==> config.mk <==
export PLATFORM = sky130hd
export DESIGN_NAME = mux_sel_pipe
export DESIGN_NICKNAME = d
export VERILOG_FILES = /design/src/rtl/mux_sel_pkg.sv /design/src/rtl/sel_fifo2.sv /design/src/rtl/mux_sel_pipe.sv
export SDC_FILE = /design/constraint.sdc
export NUM_CORES = 1
export LEC_CHECK = 0
export ABC_AREA = 1
export CAP_MARGIN = 0
export CORE_UTILIZATION = 45
export CTS_BUF_LIST = sky130_fd_sc_hd__clkbuf_4 sky130_fd_sc_hd__clkbuf_8
export DETAILED_ROUTE_END_ITERATION = 8
export GPL_ROUTABILITY_DRIVEN = 0
export PLACE_DENSITY = 0.83
export SLEW_MARGIN = 20
export SYNTH_ARGS = -nofsm -noshare
export SYNTH_HDL_FRONTEND = slang
export SYNTH_SLANG_ARGS = --single-unit
==> constraint.sdc <==
create_clock -name CLK -period 3.1 [get_ports CLK]
set_input_delay 0.62 -clock CLK [delete_from_list [all_inputs] [get_ports CLK]]
set_output_delay 0.62 -clock CLK [all_outputs]
set_load 0.005 [all_outputs]
==> src/rtl/mux_sel_pkg.sv <==
// mux_sel_pkg: shared limits and helpers for the mux_sel_pipe operand selector.
package mux_sel_pkg;
   localparam int MAX_NUM_IN = 16;
   localparam int ERRCNT_W   = 8;

   function automatic logic sel_ok(input int unsigned s, input int unsigned n);
      return s < n;
   endfunction
endpackage

==> src/rtl/sel_fifo2.sv <==
// sel_fifo2: 2-entry valid/ready FIFO; in_ready depends only on the registered count.
module sel_fifo2 #(
   parameter int W = 17
) (
   input  logic         clk,
   input  logic         rst_n,
   input  logic [W-1:0] in_data,
   input  logic         in_valid,
   output logic         in_ready,
   output logic [W-1:0] out_data,
   output logic         out_valid,
   input  logic         out_ready
);
   logic [W-1:0] mem_q [2];
   logic [W-1:0] mem_d [2];
   logic         wr_q, wr_d, rd_q, rd_d, push, pop;
   logic [1:0]   cnt_q, cnt_d;

   assign in_ready  = cnt_q != 2'd2;
   assign out_valid = cnt_q != 2'd0;
   assign out_data  = mem_q[rd_q];

   always_comb begin
      push     = in_valid & in_ready;
      pop      = out_valid & out_ready;
      mem_d[0] = (push && !wr_q) ? in_data : mem_q[0];
      mem_d[1] = (push && wr_q) ? in_data : mem_q[1];
      wr_d     = wr_q ^ push;
      rd_d     = rd_q ^ pop;
      cnt_d    = cnt_q + {1'b0, push} - {1'b0, pop};
   end

   always_ff @(posedge clk or negedge rst_n) begin
      if (!rst_n) begin
         mem_q <= '{default: '0};
         wr_q  <= 1'b0;
         rd_q  <= 1'b0;
         cnt_q <= 2'd0;
      end else begin
         mem_q <= mem_d;
         wr_q  <= wr_d;
         rd_q  <= rd_d;
         cnt_q <= cnt_d;
      end
   end
endmodule

==> src/rtl/mux_sel_pipe.sv <==
// mux_sel_pipe: registered N-way selector with out-of-range flag, buffered in a 2-entry FIFO.
// Define MUX_SEL_ERRCNT_EN to add the saturating err_count output.
module mux_sel_pipe
   import mux_sel_pkg::*;
#(
   parameter int  WIDTH  = 16,
   parameter int  NUM_IN = 6,
   localparam int SEL_W  = $clog2(NUM_IN)
) (
   input  logic                    CLK,
   input  logic                    Reset_n,
   input  logic [NUM_IN*WIDTH-1:0] in_data,
   input  logic [SEL_W-1:0]        sel,
   input  logic                    in_valid,
   output logic                    in_ready,
   output logic [WIDTH-1:0]        out_data,
   output logic                    out_err,
   output logic                    out_valid,
`ifdef MUX_SEL_ERRCNT_EN
   input  logic                    out_ready,
   output logic [ERRCNT_W-1:0]     err_count
`else
   input  logic                    out_ready
`endif
);
   typedef struct packed {
      logic             err;
      logic [WIDTH-1:0] data;
   } entry_t;

   logic [WIDTH-1:0] words [NUM_IN];
   entry_t           in_entry, out_entry;
   logic             in_ok;

   if (NUM_IN < 2 || NUM_IN > MAX_NUM_IN) begin : g_bad_num_in
      $error("mux_sel_pipe: NUM_IN must be 2..%0d", MAX_NUM_IN);
   end

   for (genvar g = 0; g < NUM_IN; g++) begin : g_word
      assign words[g] = in_data[g*WIDTH +: WIDTH];
   end

   // Out-of-range selects still occupy a slot so the downstream sees the error in order.
   always_comb begin
      in_ok    = sel_ok(32'(sel), NUM_IN);
      in_entry = '{err: !in_ok, data: in_ok ? words[sel] : '0};
   end

   sel_fifo2 #(.W(WIDTH + 1)) u_fifo (
      .clk      (CLK),
      .rst_n    (Reset_n),
      .in_data  (in_entry),
      .in_valid (in_valid),
      .in_ready (in_ready),
      .out_data (out_entry),
      .out_valid(out_valid),
      .out_ready(out_ready)
   );

   assign out_data = out_entry.data;
   assign out_err  = out_entry.err;

`ifdef MUX_SEL_ERRCNT_EN
   logic [ERRCNT_W-1:0] err_cnt_q, err_cnt_d;

   always_comb
      err_cnt_d = (in_valid && in_ready && !in_ok && err_cnt_q != '1) ? err_cnt_q + 1'b1 : err_cnt_q;

   always_ff @(posedge CLK or negedge Reset_n) begin
      if (!Reset_n) err_cnt_q <= '0;
      else          err_cnt_q <= err_cnt_d;
   end

   assign err_count = err_cnt_q;
`endif
endmodule

-- After elaboration in Yosys (flattened, before gate mapping)
Index checks and enable logic that the tools add are counted.
- input bits: 103
- memories: 0
- bits in latches: 0
- output and inout port bits: 19
- RAM bits: 0
- flip-flop bits (word level): 38
- ROM bits: 0
- reductions and logical operators: 5
- muxes and demuxes: 7
- bitwise gates (word level): 6
- magnitude comparators: 3
- shift operators: 0
- equality and inequality tests: 1
- add/subtract/negate cells: 2
- div/mod/pow operators: 0
- $mul: 0
- operators by type and width (cell ; number):
    2-to-1 mux 17 bit ; 3
    binary-select mux 16 bit (select 3 bit) ; 1
    2-to-1 mux 16 bit ; 3
    greater-or-equal comparator 4 bit, second input constant ; 1
    inverter 3 -> 4 bit ; 1
    less-than comparator 3 bit, second input constant ; 1
    adder 2 x 1 -> 2 bit ; 1
    bitwise AND 1 bit ; 2
    greater-or-equal comparator 2 bit, second input constant ; 1
    logical AND 1 bit ; 2
    logical NOT 1 bit ; 2
    inequality test 2 bit, second input constant ; 1
    inverter 1 -> 2 bit ; 1
    nonzero test 2 bit ; 1
    subtractor 2 x 1 -> 2 bit ; 1
    bitwise XOR 1 bit ; 2

-- Logic depth before layout (Yosys ltp)
- word-level depth: 5
- gate-level depth with buffers: 10
- mapped depth without buffers: 9

-- Modules after synthesis
From an unflattened synthesis, not the netlist that was laid out.
- cell total of the unflattened synthesis: 425
- area total of the unflattened synthesis: 2670.1 um^2
- modules (own cells, without submodules) (module ; sequential area each (um^2) ; instances ; cells an instance ; area each (um^2)):
    sel_fifo2 ; 950.9 ; 1 ; 210 ; 1741.7
    mux_sel_pipe ; 0.0 ; 1 ; 215 ; 928.4

-- Worst setup path before layout
OpenSTA, ideal clock, no wires.
- path kind: input to register
- start point: input in_valid
- end point: register u_fifo.mem_q[17] (netlist name)
- setup slack: 1.413 ns
- setup time: 0.066 ns
- arrival time: 1.622 ns
- stages on the path: 8
- required time: 3.034 ns
- cells stage by stage: nand2_2 -> inv_1 -> ha_1 -> buf_6 -> clkinv_1 -> clkbuf_1 -> nand2_1 -> nand2_1
- cells in the longest elaborated chain, start to end: 2
- RTL lines (what ; line ; RTL):
    from (decl) ; mux_sel_pipe.sv:14 ; input logic in_valid,
    bitwise AND 1 bit ; sel_fifo2.sv:24 ; push = in_valid & in_ready;
    logical AND 1 bit ; sel_fifo2.sv:26 ; mem_d[0] = (push && !wr_q) ? in_data : mem_q[0];
    to (signal assigned) ; sel_fifo2.sv:40 ; mem_q <= mem_d;
    to (decl) ; sel_fifo2.sv:14 ; logic [W-1:0] mem_q [2];
No other way between the ends.
A chain may end at the register's enable or synchronous reset.

-- Worst setup path in the final report
- start point: register u_fifo.rd_q
- end point: output out_err
- cells in the longest elaborated chain, start to end: 4
- RTL lines (what ; line ; RTL):
    from (decl) ; sel_fifo2.sv:16 ; logic wr_q, wr_d, rd_q, rd_d, push, pop;
    from (signal assigned) ; sel_fifo2.sv:42 ; rd_q <= rd_d;
    inverter 1 -> 2 bit (implied by the code) ; sel_fifo2.sv:21 ; assign out_data = mem_q[rd_q];
    2-to-1 mux 17 bit (implied by the code) (3 in a row) ; sel_fifo2.sv:21 ;
    to (decl) ; mux_sel_pipe.sv:17 ; output logic out_err,
No other way between the ends. The select of a mux whose other input is x is not followed.

==> flow_metrics.env <==
export IMPL_max_freq_mhz=399
export IMPL_drt_iter0_drc=189
export IMPL_finalCritPeriodShare_pct=80.9
export IMPL_die_h_um=81.2
export IMPL_drc=0
export IMPL_powerDensity_nw_per_um2=607
export IMPL_cts_hold_fix_buffers=0
export IMPL_fin_util_pct=67.5
export IMPL_power_frac_seq_pct=34.1
export IMPL_dr_pass1_iters=5
export IMPL_ctsResizeCount=0
export IMPL_holdWs_ns=0.429
export IMPL_r2r_cells=6
export IMPL_place_inst=639
export IMPL_insertion_delay_ns=0.29
export IMPL_synth_cells=463
export IMPL_synthTopCellsByArea="dfrtp_1 (34%), nand2_1 (33%), nand3_1 (12%)"
export IMPL_slowest_delay_ns=0.54
export IMPL_finalNonFillerCells=646
export IMPL_netlist_area_um2=2830
export IMPL_drt_total_wl_um=7860
export IMPL_finalHoldViolCount=0
export IMPL_ys_warnings_count=0
export IMPL_ys_top_cells_by_count="nand2_1 (246), nand3_1 (65), dfrtp_1 (38)"
export IMPL_grt_pass1_wl_um=13200
export IMPL_rr_endpoint="u_fifo.mem_q[33]"
export IMPL_place_hpwl_um=5870
export IMPL_slew_headroom_pct=40.2
export IMPL_p_total_mw=2.46
export IMPL_portBuffers=121
export IMPL_start_util_pct=47.2
export IMPL_io_pins=122
export IMPL_grt_use_met2_pct=47.6
export IMPL_dieArea_um2=6600
export IMPL_vias_per_cell=4.88
export IMPL_drive_above_1_share_pct=6.13
export IMPL_grt_total_usage_pct=26.4
export IMPL_syn_nets=568
export IMPL_grt_busiest_layer="met2"
export IMPL_grt_pass1_vias=2967
export IMPL_clockBufferDepth=2
export IMPL_synth_top_area_share_pct=33.7
export IMPL_slew_violations=0
export IMPL_p_sw_share_pct=37.8
export IMPL_met3_usage_pct=4.16
export IMPL_switchingPower_mw=0.929
export IMPL_yosys_most_used_dff="dfrtp_1"
export IMPL_cp_max_fo=19
export IMPL_cp_end_kind="output port"
export IMPL_setup_viol=0
export IMPL_synthDistinctLibCells=20
export IMPL_die_x_um=81.2
export IMPL_area_growth_pct=43.2
export IMPL_cap_violations=0
export IMPL_synth_seq_area_share_pct=33.7
export IMPL_status="completed"
export IMPL_pwr_share_clk_pct=13.6
export IMPL_tightest_slew_ns=0.896
export IMPL_fin_area_um2=4050
export IMPL_fin_setup_tns_ns=0
export IMPL_ir_worst_vdd_uv=599
export IMPL_postRouteAntennaNets=0
export IMPL_regToRegSetupSlack_ns=1.41
export IMPL_cts_sinks=38
export IMPL_slowest_stage="clkdlybuf4s50_1"
export IMPL_vias=3151
export IMPL_h_tree_depth=2
export IMPL_synth_top_area_cell="dfrtp_1"
export IMPL_core_area_um2=5990
export IMPL_layout_setup_ws_ns=0.593
export IMPL_power_frac_comb_pct=52.3
export IMPL_synth_seq_cells=38
export IMPL_r2r_start="u_fifo.cnt_q[1]"
export IMPL_cts_buffers=5
export IMPL_hp_class="in -> async"
export IMPL_cp_num_cells=5
export IMPL_nets=676
export IMPL_crit_chain="buf_4 > inv_2 > nand2_1 > o21ai_0 > clkdlybuf4s50_1"
export IMPL_synth_most_common_cell="nand2_1"
export IMPL_diodes=0
export IMPL_cp_data_arrival_time_ns=1.89
export IMPL_critPathBufInv=3
export IMPL_fin_skew_ns=0.00507
export IMPL_clkTransAtPathRegs_ns=0.07
export IMPL_postCtsSetupRepairBufs=0
export IMPL_synth_edff_count=0
export IMPL_rsz0062_at_grt="false"
export IMPL_preCtsSetupSlack_ns=0.816
export IMPL_internal_power_mw=1.53
export IMPL_antenna_found_initial=0
export IMPL_async_flop_share_pct=100
export IMPL_cp_top_family="buffers and inverters"
export IMPL_rows=28
export IMPL_layout_min_cycle_time_ns=2.51
export IMPL_p_leak_nw=2.12
export IMPL_grt_max_degree=39
export IMPL_met1_usage_pct=32.7
export IMPL_tritoncts="built"
export IMPL_grt_remaining_overflow=0
export IMPL_cp_required_ns=2.48
export IMPL_place_area_um2=3960
export IMPL_critPathKind="reg -> out"
export IMPL_syn_avg_cell_area_um2=6.10
export IMPL_root_buffer="clkbuf_8"
export IMPL_startpoint_type="flip-flop"
export IMPL_drt_wirelength_per_cell_um=12.2
power groups by stage:
stage / sequential (mW) / clock (mW) / combinational, mW
final: 0.836 / 0.334 / 1.29
after global routing: 0.861 / 0.360 / 1.46
after CTS: 0.834 / 0.341 / 1.29
after detailed placement: 0.842 / 0 / 1.28
after global placement: 0.834 / 0 / 1.25
after floorplan: 0.811 / 0 / 0.731
layer usage:
| metal | vias to the layer above | part of all wire [%] |
|---|---|---|
| met2 | 115 | 50 |
| met1 | 1397 | 43 |
| met4 | 0 | 1.1 |
| met5 | - | 0 |
| li1 | 1629 | - |
| met3 | 10 | 5.9 |
flip-flops by register name (all words and copies together) (netlist names):
register	flops
u_fifo.cnt_q	2
u_fifo.mem_q	34
u_fifo.rd_q	1
u_fifo.wr_q	1
area by class of cell:
class | count | area [um2]
Fill cell | 542 | 1950
Multi-Input combinational cell | 372 | 1570
Timing Repair Buffer | 126 | 1240
Sequential cell | 38 | 951
Inverter | 28 | 108
Tap cell | 75 | 93.8
Clock buffer | 7 | 83.8
cells by family (layout without fill, tap and decap cells):
family | after synthesis | in the layout | synth area share [%]
AO/OA/AOI/OAI | 3 | 3 | 0.531
XOR/XNOR | 3 | 3 | 0.930
adder cells (fa/ha/maj) | 2 | 2 | 0.886
buffers and inverters | 53 | 161 | 10.8
flip-flops | 38 | 38 | 33.7
AND/OR/NAND/NOR | 364 | 364 | 53.2
worst max path at each step:
stage                                   to        start
after detailed placement  u_fifo.mem_q[33]     in_valid
after global routing               out_err  u_fifo.rd_q
after CTS                          out_err  u_fifo.rd_q
after floorplan           u_fifo.mem_q[17]     in_valid
final                              out_err  u_fifo.rd_q
after global placement     u_fifo.mem_q[3]       sel[2]
cell usage in the layout (no fill, tap or decap), drive strengths merged:
master,Yosys,routed
dfrtp,38,38
nand3,65,65
or2,1,1
clkdlybuf4s50,0,119
o21ai,3,3
nand2,249,249
clkbuf,1,7
clkinv,1,1
ha,2,2
xor2,2,2
nor2,49,49
xnor2,1,1
buf,24,7
inv,27,27
Note: power is estimated with default switching activity, not from simulation.
